$ cat config.mk
export PLATFORM = sky130hd
export DESIGN_NAME = usb_fifo_sched
export DESIGN_NICKNAME = d
export VERILOG_FILES = /design/src/rtl/usb_fifo_sched.sv
export SDC_FILE = /design/constraint.sdc
export NUM_CORES = 1
export LEC_CHECK = 0
export BUFFER_PORTS_ARGS = -buffer_cell sky130_fd_sc_hd__buf_2
export CAP_MARGIN = 15
export CORE_AREA = 2 2 55 57
export DETAILED_ROUTE_END_ITERATION = 10
export DIE_AREA = 0 0 57 59
export HOLD_SLACK_MARGIN = 0.12
export PLACE_DENSITY_LB_ADDON = 0.08
export SETUP_SLACK_MARGIN = 0.15
export SLEW_MARGIN = 20
export SYNTH_ARGS = -nofsm -noshare
export SYNTH_HDL_FRONTEND = slang
export SYNTH_SLANG_ARGS = --single-unit
$ cat constraint.sdc
create_clock -name usb_clk_60m -period 2.15 [get_ports usb_clk_60m]
set_clock_uncertainty 0.1 [all_clocks]
set_input_delay 0.215 -clock usb_clk_60m [delete_from_list [all_inputs] [get_ports usb_clk_60m]]
set_output_delay 0.215 -clock usb_clk_60m [all_outputs]
set_load 0.1 [all_outputs]
$ cat src/rtl/usb_fifo_sched.sv
// usb_fifo_sched: direction scheduler for the FT245-style synchronous USB FIFO bus.
// Arbitrates the shared half-duplex bus between host->device reads and
// device->host writes, limits burst length, inserts the OE turnaround and
// raises a send-immediate pulse once TX traffic has gone quiet.
`timescale 1ns/1ps
module usb_fifo_sched #(
    parameter int MAX_BURST = 64,
    parameter int SIWU_IDLE = 32
) (
    input  logic       usb_clk_60m,
    input  logic       sys_rst_n,
    input  logic       usb_rxf_n,
    input  logic       usb_txe_n,
    input  logic [7:0] usb_data_in,
    output logic       usb_oe_n,
    output logic       usb_rd_n,
    output logic       usb_wr_n,
    output logic [7:0] usb_data_out,
    output logic       usb_siwu_n,
    input  logic       rx_afull,
    output logic       rx_wr_en,
    output logic [7:0] rx_wr_data,
    input  logic       tx_empty,
    input  logic [7:0] tx_rd_data,
    output logic       tx_rd_en,
    output logic       busy
);

    localparam logic [7:0] BURST_LIM = 8'(MAX_BURST);
    localparam logic [7:0] SIWU_LIM  = 8'(SIWU_IDLE);

    typedef enum logic [2:0] {IDLE, RD_OE, RD, TURN, WR} state_t;

    state_t     state;
    state_t     state_nxt;
    logic [7:0] burst_cnt;
    logic       last_dir_rx;
    logic [7:0] idle_cnt;
    logic       pending_flush;

    logic rx_req;
    logic tx_req;
    logic rd_go;
    logic wr_go;
    logic siwu_fire;

    assign rx_req = !usb_rxf_n && !rx_afull;
    assign tx_req = !usb_txe_n && !tx_empty;

    // A strobe is only issued while the partner has room/data and the grant is not used up
    assign rd_go = (state == RD) && rx_req && (burst_cnt < BURST_LIM);
    assign wr_go = (state == WR) && tx_req && (burst_cnt < BURST_LIM);

    // Flush only from IDLE so the pulse never overlaps a bus transaction
    assign siwu_fire = (SIWU_IDLE != 0) && pending_flush && (state == IDLE) && (idle_cnt >= SIWU_LIM);

    assign rx_wr_en     = !usb_rd_n && !usb_rxf_n;
    assign rx_wr_data   = usb_data_in;
    assign tx_rd_en     = wr_go;
    assign usb_data_out = tx_rd_data;
    assign usb_siwu_n   = !siwu_fire;
    assign busy         = (state != IDLE);

    // State register
    always_ff @(posedge usb_clk_60m or negedge sys_rst_n) begin
        if (!sys_rst_n) state <= IDLE;
        else            state <= state_nxt;
    end

    // Next-state selection and bus strobes
    always_comb begin
        state_nxt = state;
        usb_oe_n  = 1'b1;
        usb_rd_n  = 1'b1;
        usb_wr_n  = 1'b1;
        case (state)
            IDLE: begin
                // On a tie the direction not served last wins
                if (rx_req && (!tx_req || !last_dir_rx)) state_nxt = RD_OE;
                else if (tx_req)                         state_nxt = WR;
            end
            RD_OE: begin
                usb_oe_n  = 1'b0;
                state_nxt = RD;
            end
            RD: begin
                usb_oe_n = 1'b0;
                usb_rd_n = !rd_go;
                if (!rd_go) state_nxt = TURN;
            end
            TURN: begin
                state_nxt = IDLE;
            end
            WR: begin
                usb_wr_n = !wr_go;
                if (!wr_go) state_nxt = IDLE;
            end
            default: state_nxt = IDLE;
        endcase
    end

    // Burst length per grant and memory of the last served direction
    always_ff @(posedge usb_clk_60m or negedge sys_rst_n) begin
        if (!sys_rst_n) begin
            burst_cnt   <= 8'd0;
            last_dir_rx <= 1'b0;
        end else begin
            if (state == IDLE)      burst_cnt <= 8'd0;
            else if (rd_go || wr_go) burst_cnt <= burst_cnt + 8'd1;
            if (state == RD && !rd_go) last_dir_rx <= 1'b1;
            if (state == WR && !wr_go) last_dir_rx <= 1'b0;
        end
    end

    // Quiet-time tracking after TX words for the send-immediate pulse
    always_ff @(posedge usb_clk_60m or negedge sys_rst_n) begin
        if (!sys_rst_n) begin
            pending_flush <= 1'b0;
            idle_cnt      <= 8'd0;
        end else if (wr_go) begin
            pending_flush <= 1'b1;
            idle_cnt      <= 8'd0;
        end else if (siwu_fire) begin
            pending_flush <= 1'b0;
            idle_cnt      <= 8'd0;
        end else if (pending_flush && idle_cnt != 8'hFF) begin
            idle_cnt <= idle_cnt + 8'd1;
        end
    end

endmodule

# Word-level counts from Yosys, hierarchy flattened
# Index checks and enable logic that the tools add are counted.
# totals
output_inout_bits,23
elab_cells,66
inputBits,22
n_memories,0
latch_bits,0
ram_bits,0
register_bits,21
rom_bits,0
# op_classes
bitwise_logic,0
n_reduce_logical,33
div_mod_pow,0
n_eq_ne,7
n_shift,0
n_lt_le_gt_ge,2
addsub,2
mul,0
muxes,17
# op_table
op,n
$mux W8,5
$add A8 B1 Y8 const B,2
$logic_and A1 B1 Y1,13
$mux W3,4
$pmux W3 S4,1
$logic_not A1 Y1,10
$ge A8 B6 Y1 const B,1
$lt A8 B7 Y1 const B,1
$ne A8 B8 Y1 const B,1
$mux W1,7
$reduce_bool A2 Y1,3
$reduce_bool A3 Y1,2
$ne A2 B2 Y1 const B,2
$eq A3 B1 Y1 const B,1
$eq A3 B2 Y1 const B,1
$eq A3 B3 Y1 const B,1
$logic_not A3 Y1,1
$ne A3 B2 Y1 const B,1
$reduce_and A3 Y1,1
$logic_or A1 B1 Y1,2
$reduce_or A2 Y1,1

# Depth between registers and ports, before layout
# Gate-level depths: netlist of run 1.
# depth
word_depth,8
mapped_depth,5
ltp_nobuf,5

# Worst setup path after synthesis of run 1
# OpenSTA, ideal clock, no wires.
# synth_timing
path_kind,reg-to-output
from,reg burst_cnt[6]
to,out tx_rd_en
t_required_ps,1835
path_stages_with_launch,5
path_slack_ps,-496
path_buffers,0
arrival_time_ps,2331
cell_sequence,dfrtp_1 nor4_1 nand2_1 or3_1 inv_1
# synth_via
elab_chain_len,2
# synth_lines
element,line_no,source
from (decl),36,logic [7:0] burst_cnt;
from (signal assigned),109,else if (rd_go || wr_go) burst_cnt <= burst_cnt + 8'd1;
$lt A8 B7 Y1,52,assign wr_go = (state == WR) && tx_req && (burst_cnt < BURST_LIM);
$logic_and A1 B1 Y1,52,
to (decl),25,"output logic tx_rd_en,"
# Every way passes these cells.

# Worst setup path after layout of run 1
# layout_timing
from,reg burst_cnt[6]
to,out usb_rd_n
# layout_via
elab_chain_len,4
# layout_lines
element,line_no,source
$lt A8 B7 Y1,51,assign rd_go = (state == RD) && rx_req && (burst_cnt < BURST_LIM);
$logic_and A1 B1 Y1,51,
$logic_not A1 Y1,88,usb_rd_n = !rd_go;
$mux W1,76,case (state)
to (decl),16,"output logic usb_rd_n,"
# Every way passes these cells.

==> qor.csv, run 1 <==
metric,value,unit
outcome,"finished, final reports clean",
ys_seq_area_frac,0.402,
setup_ws,0.0791,ns
setup_viol,0,
drive_gt1_frac,0.312,
power,1.83,mW
synth_seq_cells,21,
synth_area_leaders,"dfrtp_1, buf_4, xor2_1",
synth-async-reset-ratio,1.00,
start_util,0.482,
drt_iter0_drc,59,
ir_drop,1100,uV
tightestPinTransition,0.427,ns
wire_per_inst,16.0,um
maxCapViolCount,0,
place_congestion,0.804,
ys_warn_count,0,
grt_util_met1,0.227,
cts_root_buf,clkbuf_4,
grt_pass1_vias,1086,
wl,3010,um
clk_pin_slew,0.12,ns
layout_common_cells,"buf_4, dfrtp_1, nor2_1",
synth-simple-area-share,0.239,
final_hold_viol_count,0,
firstDrtPassIters,4,
grt_use_met3,0.0590,
synth_mux_area_frac,0.00766,
grt_max_degree,22,
cts_max_level,1,
cp-start-kind,register,
worstSetupEndpointType,output port,
dieArea,0.00336,sq mm
syn_inst,141,
slew_violations,0,
power.density,1170,mW/mm^2
cts_buffers,3,
grt_use_met2,0.300,
grt_usage,0.186,
fin_crit_sh,0.963,
fp.coreArea,0.00271,sq mm
holdWs,0.204,ns
synth_top_area_frac,0.402,
via_per_inst,5.85,
path_buf_inv,3,
synth_top_family_by_area,simple AND/OR/NAND/NOR gates,
rsz0062_at_grt,true,
cts_sinks,21,
insertion_delay,0.31,ns
synth_nets,166,
pre_cts_ws,0.295,ns
dp.cells,171,
slew_headroom,0.708,
synth_xor_xnor_area_share,0.0469,
final_cells,188,
max_freq,0.483,GHz
grt_busiest_layer,met2,
cp_data_arrival_time,1.76,ns
crit_required,1.84,ns
crit_family,simple AND/OR/NAND/NOR gates,
clk_path_buf_depth,2,
synthToLayoutAreaGrowth,20.1,%
port_buffers,12,
die_w,57,um
crit_fanout,4,
diodes,0,
critPathKind,register to output port,
layout_commonest_cell,buf_4,
yosys.area_share.adder,0.0287,
crit_slowest_cell,dfrtp_2,
yosysUniqueCellTypes,40,
period_needed,2.07,ns
synth-compound-area-share,0.152,
fin_nets,183,
dp_hpwl,1940,um
synth_edf_count,0,
rows,19,
synth.largest_area_cell,dfrtp_1,
io_pins,45,
vias,1099,
die_h,59,um
syn_area,0.00131,sq mm
hold_class,input pin to register,
drt.antenna.violating_nets,0,
avgSynthCellArea,9.26,sq um
synth_flop_cell,dfrtp_1,
grt_pass1_wl,4940,um
grt_antenna_before_repair,0,
grt_remaining_overflow,0,
leakagePower,0.699,nW
drc,0,
slowest_delay,0.45,ns
path_cells,buf_4 > nor4_4 > and3_4 > clkinvlp_4 > buf_8,
tritoncts,done,
==> layout make-up <==
type / count / area [sq um]
Sequential cell: 21 / 529
Timing Repair Buffer: 31 / 259
Fill cell: 248 / 1140
Clock buffer: 3 / 22.5
Clock inverter: 1 / 5.00
Tap cell: 31 / 38.8
Multi-Input combinational cell: 93 / 677
Inverter: 8 / 37.5
==> sequential cells by signal, indices dropped and copies added, names as in the netlist <==
register       count
last_dir_rx        1
burst_cnt          8
state              3
idle_cnt           8
pending_flush      1
==> synth_stat cells, drive strengths merged, types with 2 or more instances <==
cell type and n:
buf 16, and4 2, nand3b 4, and2 2
or3 2, a211oi 3, o211ai 2, nand4 2
dfrtp 21, nor2 10, inv 8, xor2 5
clkbuf 3, nor3 7, nor4 2, a21oi 5
o21ai 6, or4 3, ha 3, nand2 9
a2111oi 2, xnor2 2, and3 3, nor4b 2
nand3 5
==> tightest hold or removal path, stage by stage <==
cell and delay [ns]:
buf_2 0.15, o311ai_0 0.15, nand2_1 0.08
==> path summary, 6_finish.rpt <==
kind                                           from                  endpoint  slack [ns]  cells past startpoint
setup reg to reg           burst_cnt[6]$_DFFE_PN0P_  burst_cnt[4]$_DFFE_PN0P_        0.11                     10
min in group asynchronous                 sys_rst_n   idle_cnt[2]$_DFFE_PN0P_        0.27                      2
max in group asynchronous                 sys_rst_n  burst_cnt[6]$_DFFE_PN0P_        1.33                      2
hold / removal                             rx_afull      state[2]$_DFFE_PN0P_        0.20                      3
hold reg to reg            burst_cnt[1]$_DFFE_PN0P_  burst_cnt[1]$_DFFE_PN0P_        0.45                      1
setup / recovery           burst_cnt[6]$_DFFE_PN0P_                  usb_rd_n        0.08                      5
==> kinds of logic after synthesis <==
| family | after synthesis |
|---|---|
| AOI/OAI and AO/OA | 28 |
| xor gates and xnor gates | 7 |
| adders and majority gates | 3 |
| buffers and inverters | 27 |
| DFF | 21 |
| muxes | 1 |
| and+or+nand+nor | 54 |
==> per-stage QoR <==
step                 util  area (sq um)   TNS, ns
global route        0.579          1570  -0.00126
floorplan               -          1330         0
CTS                 0.552          1500         0
detailed placement  0.506          1370         0
global placement    0.506          1370         0
finish              0.579          1570         0
==> layer usage <==
metal	routed length [um]	vias to the layer above
met3	217	28
met1	1190	503
met5	0	-
met4	164	0
met2	1440	40
li1	-	528
==> where the power goes <==
group | internal (mW) | switching [mW] | leakage, nW
Combinational | 0.343 | 0.622 | 0.412
Sequential | 0.505 | 0.172 | 0.269
Clock | 0.0695 | 0.123 | 0.0177
Total | 0.917 | 0.917 | 0.699
==> timing repair <==
action | CTS | global route
gates resized for setup | 7 | 12
endpoints found under the setup margin | 6 | 8
hold buffers | 1 | 0
endpoints found under the hold margin | 21 | 0
pin swaps | 0 | 3
buffers inserted | 8 | 4
gates cloned | 0 | 0
(Power assumes the default switching activity.)
==> run 2, diff against run 1 <==
--- a/config.mk
+++ b/config.mk
@@ -7,9 +7,9 @@
 export LEC_CHECK = 0
 export BUFFER_PORTS_ARGS = -buffer_cell sky130_fd_sc_hd__buf_2
 export CAP_MARGIN = 15
-export CORE_AREA = 2 2 55 57
+export CORE_AREA = 2 2 50 70
 export DETAILED_ROUTE_END_ITERATION = 10
-export DIE_AREA = 0 0 57 59
+export DIE_AREA = 0 0 52 72
 export HOLD_SLACK_MARGIN = 0.12
 export PLACE_DENSITY_LB_ADDON = 0.08
 export SETUP_SLACK_MARGIN = 0.15
==> constraint.sdc (replaced) <==
create_clock -name usb_clk_60m -period 1.9 [get_ports usb_clk_60m]
set_clock_uncertainty 0.1 [all_clocks]
set_input_delay 0.19 -clock usb_clk_60m [delete_from_list [all_inputs] [get_ports usb_clk_60m]]
set_output_delay 0.19 -clock usb_clk_60m [all_outputs]
set_load 0.1 [all_outputs]
==> run 2 against run 1 <==
The run now ends with negative setup slack left. Sequential power rose by 11%. Critical path depth did not move. Non-clock buffer count is 8 higher. Hold slack better by 0.039 ns. Routed wire length up 3.5%. Flip-flop and latch count unchanged. Critical endpoint is now tx_rd_en. Largest cell class unchanged. Total power increased by 39%. Cell area grew 14%.
==> qor.csv, run 2 (synthesis results as in run 1) <==
metric,value,unit,change
period_needed,1.95,ns,
ir_drop,1730,uV,was 1100 uV
critPathKind,register to output port,,unchanged
maxCapViolCount,0,,unchanged
io_pins,45,,unchanged
place_congestion,0.837,,was 0.804
outcome,"complete, but fails checks",,"was finished, final reports clean"
fillers,282,,was 248
drt.antenna.violating_nets,0,,unchanged
grt_max_degree,22,,unchanged
cts_max_level,1,,unchanged
insertion_delay,0.25,ns,was 0.31 ns
worstSetupEndpointType,output port,,unchanged
crit_fanout,4,,unchanged
wl_met3,105,um,was 217 um
clk_path_buf_depth,2,,unchanged
slew_violations,0,,unchanged
wire_per_inst,15.3,um,was 16.0 um
die_h,72,um,was 59 um
slew_headroom,0.680,,was 0.708
dieArea,0.00374,sq mm,was 0.00336 sq mm
cp-start-kind,register,,unchanged
rows,24,,was 19
drt_iter0_drc,35,,was 59
hold_class,input pin to register,,unchanged
final_cell_area,0.00178,sq mm,was 0.00157 sq mm
power.density,1430,mW/mm^2,was 1170 mW/mm^2
rsz0062_at_grt,true,,unchanged
setup_ws,-0.0492,ns,was 0.0791 ns
vias,1125,,"was 1,099"
grt_pass1_wl,5020,um,was 4940 um
synthToLayoutAreaGrowth,36.4,%,was 20.1%
cts_buffers,3,,unchanged
port_buffers,12,,unchanged
grt_remaining_overflow,0,,unchanged
dp.cells,182,,was 171
grt_antenna_before_repair,0,,unchanged
max_freq,0.513,GHz,
grt_pass1_vias,1145,,"was 1,086"
crit_required,1.61,ns,was 1.84 ns
cts_sinks,21,,unchanged
final_cells,204,,was 188
layout_common_cells,"buf_4, dfrtp_1, nor2_1",,unchanged
die_w,52,um,was 57 um
tightestPinTransition,0.468,ns,was 0.427 ns
fp.coreArea,0.00309,sq mm,was 0.00271 sq mm
fin_crit_sh,1.03,,
drc,0,,unchanged
dp_hpwl,2080,um,was 1940 um
leakagePower,0.785,nW,was 0.699 nW
fin_nets,191,,was 183
cts_root_buf,clkbuf_8,,was clkbuf_4
dr.max_layer_used,met4,,unchanged
wl_met1,1270,um,was 1190 um
wl,3120,um,was 3010 um
via_per_inst,5.51,,was 5.85
grt_usage,0.178,,was 0.186
setup_viol,3,,was 0
tritoncts,done,,unchanged
wl_met2,1680,um,was 1440 um
final_hold_viol_count,0,,unchanged
start_util,0.422,,was 0.482
firstDrtPassIters,4,,unchanged
clk_pin_slew,0.07,ns,was 0.12 ns
violations,negative setup slack,,
top_regs,"burst_cnt: 8 flops, idle_cnt: 8 flops, state: 3 flops",,unchanged
diodes,0,,unchanged
dpl_cell_area,0.00142,sq mm,was 0.00137 sq mm
drive_gt1_frac,0.400,,was 0.312
cp_data_arrival_time,1.66,ns,was 1.76 ns
layout_commonest_cell,buf_4,,unchanged
[run 2: changes by cell type in the layout (fill, tap and decap cells not counted), sizes merged]
cell,previous run,this run
inv,6,4
buf,29,38
clkinvlp,2,4
clkinv,1,0
[run 2: path summary, 6_finish.rpt]
check	from	endpoint	slack, ns	cells after the start
setup reg to reg	burst_cnt[6]$_DFFE_PN0P_	burst_cnt[4]$_DFFE_PN0P_	-0.02	6
hold reg to reg	burst_cnt[1]$_DFFE_PN0P_	burst_cnt[1]$_DFFE_PN0P_	0.43	1
max in group asynchronous	sys_rst_n	state[1]$_DFFE_PN0P_	1.03	2
hold / removal	usb_txe_n	state[2]$_DFFE_PN0P_	0.24	4
setup / recovery	burst_cnt[6]$_DFFE_PN0P_	tx_rd_en	-0.05	5
min in group asynchronous	sys_rst_n	idle_cnt[0]$_DFFE_PN0P_	0.32	2
[run 2: stage by stage]
stage | setup TNS, ns | util | hold slack, ns | setup slack [ns] | power [mW]
6_report | -0.0994 | 0.576 | 0.243 | -0.0492 | 2.54
5_1_grt | -0.285 | 0.576 | 0.263 | -0.111 | 2.70
4_1_cts | -0.239 | 0.527 | 0.200 | -0.114 | 2.41
3_5_place_dp | 0 | 0.458 | 0.0795 | 0.0481 | 1.82
3_3_place_gp | 0 | 0.458 | 0.0857 | 0.0504 | 1.81
2_1_floorplan | -0.314 | - | -0.206 | -0.110 | 1.71
[run 2: critical path: stages, from the launching register on]
cell	delay, ns
dfrtp_1	0.41
nor4_4	0.25
nand2_1	0.10
or3_4	0.37
clkinvlp_4	0.10
buf_12	0.16
[run 2: layer usage]
| layer | vias to the layer above | track usage |
|---|---|---|
| li1 | 543 | - |
| met5 | - | 0 |
| met1 | 545 | 0.190 |
| met2 | 30 | 0.321 |
| met4 | 0 | 0.0789 |
| met3 | 7 | 0.0453 |
[run 2: report_power, final]
group	internal (mW)	switching (mW)	leakage, nW
registers	0.575	0.178	0.268
logic	0.684	0.821	0.494
clock network	0.149	0.134	0.0228
total	1.41	1.13	0.785
[run 2: final cells by class]
cell class | count | area (sq um) | area share
Inverter | 8 | 45.0 | 0.0253
Multi-Input combinational cell | 93 | 727 | 0.408
Tap cell | 39 | 48.8 | 0.0274
Timing Repair Buffer | 39 | 385 | 0.216
Sequential cell | 21 | 531 | 0.298
Clock buffer | 4 | 45.0 | 0.0253
[run 2: timing repair]
item	4_1_cts	5_1_grt
resized for setup	23	15
pin swaps	7	7
setup endpoints to repair	9	12
setup buffers	8	9
hold endpoints to repair	21	0
hold buffers	1	0
